$ cat src/rtl/pond_arb_pkg.sv
`default_nettype none
// +--------------------------------------------------------------------------+
// | Module      : pond_arb_pkg                                               |
// | Description : Shared types and default widths for the pond single-port   |
// |               access arbiter (write-buffer entry, port operation enum).  |
// | Ports       : none (package)                                             |
// | Revision    : 1.0 - initial release                                      |
// +--------------------------------------------------------------------------+
package pond_arb_pkg;

  localparam int DEF_DATA_WIDTH = 16;
  localparam int DEF_ADDR_WIDTH = 5;
  localparam int DEF_WBUF_DEPTH = 2;

  // One parked write, at the default geometry.
  typedef struct packed {
    logic [DEF_ADDR_WIDTH-1:0] addr;
    logic [DEF_DATA_WIDTH-1:0] data;
  } wbuf_entry_t;

  // What the single SRAM port does in a given cycle.
  typedef enum logic [1:0] {
    OP_IDLE   = 2'd0,
    OP_READ   = 2'd1,
    OP_DRAIN  = 2'd2,
    OP_BYPASS = 2'd3
  } port_op_t;

endpackage
`default_nettype wire

$ cat src/rtl/pond_wbuf.sv
`default_nettype none
// +--------------------------------------------------------------------------+
// | Module      : pond_wbuf                                                  |
// | Description : Circular write FIFO with occupancy counter and an          |
// |               associative youngest-match lookup on the stored addresses. |
// | Ports       : clk, rst (async, active-high), clear (sync discard),       |
// |               push/push_addr/push_data, pop, head_addr/head_data,        |
// |               empty/full, lu_addr -> lu_hit/lu_data                      |
// | Revision    : 1.0 - initial release                                      |
// +--------------------------------------------------------------------------+
module pond_wbuf
  import pond_arb_pkg::*;
#(
  parameter int DATA_WIDTH = DEF_DATA_WIDTH,
  parameter int ADDR_WIDTH = DEF_ADDR_WIDTH,
  parameter int DEPTH      = DEF_WBUF_DEPTH   // power of two, >= 2
) (
  input  logic                  clk,
  input  logic                  rst,
  input  logic                  clear,
  input  logic                  push,
  input  logic [ADDR_WIDTH-1:0] push_addr,
  input  logic [DATA_WIDTH-1:0] push_data,
  input  logic                  pop,
  output logic [ADDR_WIDTH-1:0] head_addr,
  output logic [DATA_WIDTH-1:0] head_data,
  output logic                  empty,
  output logic                  full,
  input  logic [ADDR_WIDTH-1:0] lu_addr,
  output logic                  lu_hit,
  output logic [DATA_WIDTH-1:0] lu_data
);

  localparam int PTR_W = $clog2(DEPTH);
  localparam int CNT_W = PTR_W + 1;

  logic [ADDR_WIDTH-1:0] addr_mem [DEPTH];
  logic [DATA_WIDTH-1:0] data_mem [DEPTH];
  logic [PTR_W-1:0]      head;
  logic [PTR_W-1:0]      tail;
  logic [CNT_W-1:0]      count;
  logic [PTR_W-1:0]      idx;

  // Pointers wrap naturally because DEPTH is a power of two.
  always_ff @(posedge clk or posedge rst) begin
    if (rst) begin
      head  <= '0;
      tail  <= '0;
      count <= '0;
    end else if (clear) begin
      head  <= '0;
      tail  <= '0;
      count <= '0;
    end else begin
      if (push) tail <= tail + PTR_W'(1);
      if (pop)  head <= head + PTR_W'(1);
      if (push && !pop)      count <= count + CNT_W'(1);
      else if (pop && !push) count <= count - CNT_W'(1);
    end
  end

  // Storage needs no reset: validity is carried entirely by count.
  always_ff @(posedge clk) begin
    if (push) begin
      addr_mem[tail] <= push_addr;
      data_mem[tail] <= push_data;
    end
  end

  assign head_addr = addr_mem[head];
  assign head_data = data_mem[head];
  assign empty     = (count == '0);
  assign full      = (count == CNT_W'(DEPTH));

  // Walk from oldest to youngest; the last valid match wins, which yields
  // the youngest write to that address.
  always_comb begin
    lu_hit  = 1'b0;
    lu_data = '0;
    idx     = head;
    for (int k = 0; k < DEPTH; k++) begin
      idx = head + PTR_W'(k);
      if ((CNT_W'(k) < count) && (addr_mem[idx] == lu_addr)) begin
        lu_hit  = 1'b1;
        lu_data = data_mem[idx];
      end
    end
  end

endmodule
`default_nettype wire

$ cat src/rtl/pond_access_arbiter.sv
`default_nettype none
// +--------------------------------------------------------------------------+
// | Module      : pond_access_arbiter                                        |
// | Description : Shares one single-port pond SRAM between the write and the |
// |               read accessor. Reads own the port; colliding writes park   |
// |               in pond_wbuf and drain on the next read-free cycle.        |
// | Ports       : clk, rst (async, active-high), clk_en, flush,              |
// |               wr_req/wr_addr/wr_data, rd_req/rd_addr,                    |
// |               rd_valid/rd_data, mem_cen/mem_wen/mem_addr/mem_wdata,      |
// |               mem_rdata, wbuf_empty/wbuf_full, wr_overflow, raw_hazard   |
// | Config      : POND_ARB_RAW_FORWARD_EN - forward buffered data to reads   |
// |               (undefined: stale reads flagged on raw_hazard instead)     |
// | Revision    : 1.0 - initial release                                      |
// +--------------------------------------------------------------------------+
module pond_access_arbiter
  import pond_arb_pkg::*;
#(
  parameter int DATA_WIDTH = DEF_DATA_WIDTH,
  parameter int ADDR_WIDTH = DEF_ADDR_WIDTH,
  parameter int WBUF_DEPTH = DEF_WBUF_DEPTH
) (
  input  logic                  clk,
  input  logic                  rst,
  input  logic                  clk_en,
  input  logic                  flush,
  input  logic                  wr_req,
  input  logic [ADDR_WIDTH-1:0] wr_addr,
  input  logic [DATA_WIDTH-1:0] wr_data,
  input  logic                  rd_req,
  input  logic [ADDR_WIDTH-1:0] rd_addr,
  output logic                  rd_valid,
  output logic [DATA_WIDTH-1:0] rd_data,
  output logic                  mem_cen,
  output logic                  mem_wen,
  output logic [ADDR_WIDTH-1:0] mem_addr,
  output logic [DATA_WIDTH-1:0] mem_wdata,
  input  logic [DATA_WIDTH-1:0] mem_rdata,
  output logic                  wbuf_empty,
  output logic                  wbuf_full,
  output logic                  wr_overflow,
  output logic                  raw_hazard
);

  port_op_t              op;
  logic                  active;
  logic                  push;
  logic                  pop;
  logic                  overflow_set;
  logic [ADDR_WIDTH-1:0] head_addr;
  logic [DATA_WIDTH-1:0] head_data;
  logic                  wb_empty;
  logic                  wb_full;
  logic                  lu_hit;
  logic [DATA_WIDTH-1:0] lu_data;

  // rst is folded in so the port goes idle the instant reset asserts and
  // a drain in flight never reaches the macro.
  assign active = clk_en & ~flush & ~rst;

  always_comb begin
    op = OP_IDLE;
    if (active) begin
      if (rd_req)         op = OP_READ;
      else if (!wb_empty) op = OP_DRAIN;
      else if (wr_req)    op = OP_BYPASS;
    end
  end

  always_comb begin
    mem_cen   = 1'b0;
    mem_wen   = 1'b0;
    mem_addr  = '0;
    mem_wdata = '0;
    case (op)
      OP_READ: begin
        mem_cen  = 1'b1;
        mem_addr = rd_addr;
      end
      OP_DRAIN: begin
        mem_cen   = 1'b1;
        mem_wen   = 1'b1;
        mem_addr  = head_addr;
        mem_wdata = head_data;
      end
      OP_BYPASS: begin
        mem_cen   = 1'b1;
        mem_wen   = 1'b1;
        mem_addr  = wr_addr;
        mem_wdata = wr_data;
      end
      default: ;
    endcase
  end

  // A full buffer still accepts a push when the head drains the same cycle.
  assign pop          = (op == OP_DRAIN);
  assign push         = active & wr_req & (op != OP_BYPASS) & (~wb_full | pop);
  assign overflow_set = active & wr_req & (op == OP_READ) & wb_full;

  pond_wbuf #(
    .DATA_WIDTH (DATA_WIDTH),
    .ADDR_WIDTH (ADDR_WIDTH),
    .DEPTH      (WBUF_DEPTH)
  ) u_wbuf (
    .clk       (clk),
    .rst       (rst),
    .clear     (clk_en & flush),
    .push      (push),
    .push_addr (wr_addr),
    .push_data (wr_data),
    .pop       (pop),
    .head_addr (head_addr),
    .head_data (head_data),
    .empty     (wb_empty),
    .full      (wb_full),
    .lu_addr   (rd_addr),
    .lu_hit    (lu_hit),
    .lu_data   (lu_data)
  );

  assign wbuf_empty = wb_empty;
  assign wbuf_full  = wb_full;

  always_ff @(posedge clk or posedge rst) begin
    if (rst) begin
      rd_valid    <= 1'b0;
      wr_overflow <= 1'b0;
    end else if (clk_en) begin
      if (flush) begin
        rd_valid    <= 1'b0;
        wr_overflow <= 1'b0;
      end else begin
        rd_valid    <= rd_req;
        wr_overflow <= wr_overflow | overflow_set;
      end
    end
  end

`ifdef POND_ARB_RAW_FORWARD_EN
  // The lookup sees only entries pushed in earlier cycles, so a same-cycle
  // write to the read address is never forwarded.
  logic                  fwd_hit;
  logic [DATA_WIDTH-1:0] fwd_data;

  always_ff @(posedge clk or posedge rst) begin
    if (rst) begin
      fwd_hit  <= 1'b0;
      fwd_data <= '0;
    end else if (clk_en) begin
      if (flush) begin
        fwd_hit  <= 1'b0;
        fwd_data <= '0;
      end else begin
        fwd_hit  <= rd_req & lu_hit;
        fwd_data <= lu_data;
      end
    end
  end

  assign rd_data    = rd_valid ? (fwd_hit ? fwd_data : mem_rdata) : '0;
  assign raw_hazard = 1'b0;
`else
  // Without forwarding the read returns the macro's (possibly stale) word;
  // a buffered match is only reported, aligned with rd_valid.
  logic                  stale;
  logic                  unused_lu_data;

  always_ff @(posedge clk or posedge rst) begin
    if (rst) begin
      stale <= 1'b0;
    end else if (clk_en) begin
      if (flush) stale <= 1'b0;
      else       stale <= rd_req & lu_hit;
    end
  end

  assign unused_lu_data = ^lu_data;
  assign rd_data        = rd_valid ? mem_rdata : '0;
  assign raw_hazard     = stale;
`endif

endmodule
`default_nettype wire

$ cat config.mk
export PLATFORM = sky130hd
export DESIGN_NAME = pond_access_arbiter
export DESIGN_NICKNAME = d
export VERILOG_FILES = /design/src/rtl/pond_arb_pkg.sv /design/src/rtl/pond_wbuf.sv /design/src/rtl/pond_access_arbiter.sv
export SDC_FILE = /design/constraint.sdc
export NUM_CORES = 1
export LEC_CHECK = 0
export ABC_AREA = 1
export ABC_CLOCK_PERIOD_IN_PS = 6920
export BUFFER_PORTS_ARGS = -buffer_cell sky130_fd_sc_hd__buf_2
export CAP_MARGIN = 10
export CORE_MARGIN = 4
export CORE_UTILIZATION = 54
export DETAILED_ROUTE_END_ITERATION = 12
export PLACE_DENSITY = 0.88
export SETUP_SLACK_MARGIN = 0.02
export SLEW_MARGIN = 25
export SYNTH_ARGS = -nofsm -noshare
export SYNTH_HDL_FRONTEND = slang
export SYNTH_SLANG_ARGS = --single-unit
$ cat constraint.sdc
create_clock -name clk -period 6.92 [get_ports clk]
set_input_delay 2.076 -clock clk [delete_from_list [all_inputs] [get_ports clk]]
set_output_delay 2.076 -clock clk [all_outputs]
set_load 0.01 [all_outputs]
==> impl_metrics.env, run 1 <==
export IMPL_drc=0
export IMPL_clock_power_share_pct=25.6
export IMPL_place_ws_ns=1.32
export IMPL_netSwitchingFraction_pct=26.9
export IMPL_utilization_pct=68.4
export IMPL_pwr_share_seq_pct=55.9
export IMPL_drtIter0Drc=155
export IMPL_period_share_pct=80.7
export IMPL_cts_setup_buffers=0
export IMPL_grt_pass1_vias=2190
export IMPL_crit_arrival_ns=3.51
export IMPL_syn_to_final_growth_pct=20.0
export IMPL_ys_top_cells_by_area="edfxtp_1 (46%), nand2_1 (13%), dfrtp_1 (6.4%), inv_1 (5.5%), nor2_1 (5.5%)"
export IMPL_instances_no_fill=469
export IMPL_min_period_ns=5.59
export IMPL_viasPerCell=4.98
export IMPL_maxCapViolations=0
export IMPL_path_clk_slew_ns=0.08
export IMPL_io_pins=92
export IMPL_p_leak_nw=1.75
export IMPL_ir_drop_mv=0.148
export IMPL_initial_core_util_pct=57.0
export IMPL_syn_avg_cell_area_um2=8.72
export IMPL_dr_total_vias=2334
export IMPL_antenna_found_initial=0
export IMPL_final_antenna_net_count=0
export IMPL_place_inst=462
export IMPL_nets=454
export IMPL_skew_ns=0.00422
export IMPL_cts_buffers=5
export IMPL_die_area_um2=6290
export IMPL_numClockSinks=49
export IMPL_synth_area_um2=2750
export IMPL_finalSetupTns_ns=0
export IMPL_worst_slew_pin_slew_ns=0.670
export IMPL_status="finished clean"
export IMPL_criticalPathCategory="input pin to output port"
export IMPL_regArea_um2=1440
export IMPL_hold_ws_ns=0.495
export IMPL_required_ns=4.84
export IMPL_p_sw_mw=0.162
export IMPL_pwr_density_cell_nw_per_um2=182
export IMPL_power_mw=0.600
export IMPL_intPower_mw=0.438
export IMPL_synth_top_area_share_pct=45.9
export IMPL_fmax_ghz=0.179
export IMPL_core_area_um2=4820
export IMPL_n_fill_cell=393
export IMPL_diodes=0
export IMPL_drive_gt1_share_pct=31.1
export IMPL_dr_pass1_iters=4
export IMPL_yosys_warnings=0
export IMPL_wirelength_mm=6.23
export IMPL_dp_hpwl_mm=4.47
export IMPL_stdcell_area_um2=3290
export IMPL_final_hold_violation_count=0
export IMPL_hp_class="flop to flop"
export IMPL_synth_top_area_cell="edfxtp_1"
export IMPL_grt_usage_pct=20.2
export IMPL_grt_pass1_wl_mm=10.0
export IMPL_cts_resized=0
export IMPL_port_buffers=91
export IMPL_grt_setup_unrepaired="no"
export IMPL_htree_levels=2
export IMPL_grt_start_max_net_pins=35
export IMPL_power_frac_comb_pct=18.5
export IMPL_cp_max_fo=21
export IMPL_die_x_um=79.3
export IMPL_rows=25
export IMPL_multi_input_area_um2=1060
export IMPL_cts_root_buf="clkbuf_8"
export IMPL_synth_nets=367
export IMPL_timing_final_max_slew_violations=0
export IMPL_gp_congestion=0.810
export IMPL_fp_dieH_um=79.3
export IMPL_ctsHoldBuffers=0
export IMPL_placedInstanceArea_um2=3220
export IMPL_min_from="raw_hazard"
export IMPL_syn_inst=315
export IMPL_startpoint="rst"
export IMPL_cts_max_path_buffers=2
export IMPL_ys_seq_area_share_pct=52.3
export IMPL_synthDistinctLibCells=32
export IMPL_start_kind="input pin"
export IMPL_cts_tree="yes"
export IMPL_ys_ff_latch=49
export IMPL_endpoint_kind="output port"
export IMPL_clk_latency_ns=0.29
export IMPL_setup_viol=0
export IMPL_relSlewSlack_pct=55.3
export IMPL_grt_overflow_total=0
export IMPL_rr_startpoint="u_wbuf.count[1]"
export IMPL_setup_ws_ns=1.33
export IMPL_wl_per_cell_um=13.3
[cells in the final DEF, fill, tap and decap left out, drive strengths merged, types with 2 or more instances in the layout]
cell type and n:
nand3 21, clkbuf 6, ha 4, nor2 43
a21o 3, nor3 2, a21oi 5, dfrtp 7
inv 47, nand2 103, o31ai 14, edfxtp 42
o211ai 3, o21ai 4, buf 92
[state kept, by name (all words and copies together) (netlist names)]
register         flops
raw_hazard           1
u_wbuf.head          1
u_wbuf.addr_mem     10
u_wbuf.count         2
rd_valid             1
u_wbuf.data_mem     32
wr_overflow          1
u_wbuf.tail          1
[power groups by stage]
stage	Combinational, mW	Sequential, mW	Clock, mW
after global placement	0.108	0.341	0
after global routing	0.125	0.336	0.175
final	0.111	0.335	0.154
after CTS	0.112	0.335	0.159
after detailed placement	0.111	0.342	0
after floorplan	0.0738	0.339	0
[kinds of logic after synthesis]
logic type,after synthesis,synth area share [%]
buf+inv,59,9.61
flops,49,52.3
compound gates,31,9.43
fa+ha+maj,4,1.82
simple gates,170,26.2
xor+xnor,2,0.638
[worst paths after layout]
path                       cells after the start               endpoint  slack (ns)
hold reg to reg                                2             raw_hazard        0.50
setup / recovery                               9          mem_wdata[10]        1.33
hold / removal                                 2             raw_hazard        0.50
setup reg to reg                               8  u_wbuf.data_mem[0][3]        4.61
max in group asynchronous                      2        u_wbuf.count[0]        4.96
min in group asynchronous                      2             raw_hazard        1.74
[layout make-up]
type,instances,area share [%]
Sequential cell,49,43.6
Clock buffer,6,2.20
Clock inverter,1,0.114
Multi-Input combinational cell,207,32.1
Tap cell,67,2.54
Inverter,47,5.36
Timing Repair Buffer,92,14.1
[worst max-delay path: stages]
cell	delay (ns)
buf_2	0.11
inv_1	0.24
nand2_2	0.14
nor2_8	0.16
nand2_2	0.09
inv_2	0.29
nand2_1	0.10
o31ai_1	0.10
buf_2	0.19
[metal layers]
layer	vias to the layer above	global-route usage [%]	routed length (um)
met4	0	5.67	48
met3	7	4.54	514
met1	1045	26.9	2630
met5	-	0	0
met2	98	33.3	3040
li1	1184	-	-
[Yosys cell counts]
cell type,n
o21ai_1,1
nand3_1,20
nand2_2,4
a21oi_1,5
nand3b_1,1
edfxtp_1,42
clkbuf_1,3
o21ai_2,1
nand3_2,1
o31ai_1,5
xnor2_1,1
a21o_1,3
nor3_1,1
nor3_2,1
inv_2,7
xor2_1,1
nor2_2,2
buf_6,3
nand2_1,98
a31oi_1,1
buf_2,1
nand2_4,1
o211ai_1,3
inv_1,40
ha_1,4
o21ai_0,2
buf_4,5
o31ai_2,9
o221ai_1,1
dfrtp_1,7
nor2_1,40
nor2_8,1
No activity file was read; power rests on OpenSTA's default activity.
==> run 2: changes to the inputs <==
ABC_CLOCK_PERIOD_IN_PS = 5000   (was 6920)
CORE_UTILIZATION = 46   (was 54)
PLACE_DENSITY = 0.8   (was 0.88)
clock period = 5 ns   (was 6.92 ns; I/O delays follow)
==> impl_metrics.env, run 2 (synthesis gave the netlist of run 1 again) <==
export IMPL_n_fill_cell=505
export IMPL_largestRegisters="u_wbuf.data_mem: 32 flops, u_wbuf.addr_mem: 10 flops, u_wbuf.count: 2 flops"
export IMPL_regArea_um2=1440
export IMPL_initial_core_util_pct=48.7
export IMPL_start_kind="input pin"
export IMPL_grt_overflow_total=0
export IMPL_top_register="u_wbuf.data_mem"
export IMPL_die_x_um=85.3
export IMPL_cts_max_path_buffers=2
export IMPL_fp_dieH_um=85.3
export IMPL_cts_resized=0
export IMPL_final_hold_violation_count=0
export IMPL_ctsHoldBuffers=0
export IMPL_dr_pass1_iters=4
export IMPL_port_buffers=91
export IMPL_rows=27
export IMPL_grt_setup_unrepaired="no"
export IMPL_die_area_um2=7270
export IMPL_syn_to_final_growth_pct=21.4
export IMPL_diodes=0
export IMPL_min_period_ns=4.47
export IMPL_cts_root_buf="clkbuf_8"
export IMPL_period_share_pct=89.4
export IMPL_core_area_um2=5640
export IMPL_pwr_density_cell_nw_per_um2=266
export IMPL_numClockSinks=49
export IMPL_finalSetupTns_ns=0
export IMPL_timing_final_max_slew_violations=0
export IMPL_viasPerCell=4.98
export IMPL_clk_latency_ns=0.29
export IMPL_nets=456
export IMPL_drtIter0Drc=122
export IMPL_criticalPathCategory="input pin to output port"
export IMPL_multi_input_area_um2=1050
export IMPL_grt_usage_pct=18.1
export IMPL_final_common_cell="nand2_1"
export IMPL_cp_top_family="buffers and inverters"
export IMPL_cp_max_fo=21
export IMPL_placedInstanceArea_um2=3230
export IMPL_largest_register_ffs=32
export IMPL_dr_total_vias=2370
export IMPL_wl_per_cell_um=13.4
export IMPL_cts_setup_buffers=0
export IMPL_stdcell_area_um2=3330
export IMPL_setup_viol=0
export IMPL_grt_pass1_wl_mm=10.7
export IMPL_required_ns=3.50
export IMPL_worst_slew_pin_slew_ns=0.605
export IMPL_worstPathCellList="buf_2 > inv_1 > nand2_2 > nor2_8 > nand2_2 > inv_2 > nand2_1 > o31ai_2 > buf_2"
export IMPL_layout_common_cells="nand2_1 (98), buf_2 (91), edfxtp_1 (42), inv_1 (40), nor2_1 (39)"
export IMPL_path_clk_slew_ns=0.08
export IMPL_power_mw=0.885
export IMPL_dp_hpwl_mm=4.68
export IMPL_drive_gt1_share_pct=31.9
export IMPL_crit_path_max_incr_delay_ns=0.32
export IMPL_drc=0
export IMPL_grt_pass1_vias=2381
export IMPL_hp_class="flop to flop"
export IMPL_wirelength_mm=6.40
export IMPL_status="finished clean"
export IMPL_cts_tree="yes"
export IMPL_final_antenna_net_count=0
export IMPL_cp_buffers_inverters=4
export IMPL_fmax_ghz=0.224
export IMPL_slowest_stage="inv_2"
export IMPL_hold_ws_ns=0.488
export IMPL_ir_drop_mv=0.178
export IMPL_cts_buffers=5
export IMPL_maxCapViolations=0
export IMPL_relSlewSlack_pct=59.6
export IMPL_p_leak_nw=1.78
export IMPL_io_pins=92
export IMPL_endpoint_kind="output port"
export IMPL_skew_ns=0.00215
export IMPL_crit_arrival_ns=2.97
export IMPL_htree_levels=2
export IMPL_gp_congestion=0.866
export IMPL_antenna_found_initial=0
export IMPL_grt_start_max_net_pins=35
run 2: path summary, 6_finish.rpt:
check / from / end / slack (ns) / cells after the start
min in group asynchronous: rst / rd_valid / 1.16 / 2
worst max register to register: u_wbuf.count[1] / u_wbuf.data_mem[0][0] / 2.54 / 9
worst min-delay path: raw_hazard / raw_hazard / 0.49 / 2
max in group asynchronous: rst / wr_overflow / 3.62 / 2
worst min register to register: raw_hazard / raw_hazard / 0.49 / 2
worst max-delay path: rst / mem_wdata[11] / 0.53 / 9
run 2: tightest hold or removal path, cell delays in order (launching register included):
cell     delay (ns)
dfrtp_1        0.35
nand2_1        0.06
nand2_1        0.06
run 2: per-layer routing:
metal  GRT usage [%]  routed length, um  up-vias
li1                -                  -     1190
met1            22.1               2760     1088
met2            33.1               3170       90
met3            3.69                459        2
met4            3.02                 12        0
met5               0                  0        -
run 2: final cells by class:
cell class | count | area share, %
flip-flops and latches | 49 | 43.1
multi-input cells | 207 | 31.5
inverters | 47 | 5.29
repair buffers | 94 | 14.3
clock inverters | 2 | 1.05
clock buffers | 5 | 2.06
well taps | 72 | 2.70
run 2: per-stage QoR:
stage / setup WS, ns / utilization, % / std cells
floorplan: 1.00 / - / 315
global placement: 0.558 / 57.2 / 469
detailed placement: 0.510 / 57.2 / 469
CTS: 0.495 / 59.1 / 476
global route: 0.373 / 59.1 / 476
finish: 0.529 / 59.1 / 476
run 2: power by group:
group          leakage [nW]  switching (mW)  internal (mW)
combinational          1.25          0.0969         0.0574
clock                0.0540           0.122          0.145
sequential            0.473         0.00862          0.455
total                  1.78           0.227          0.658
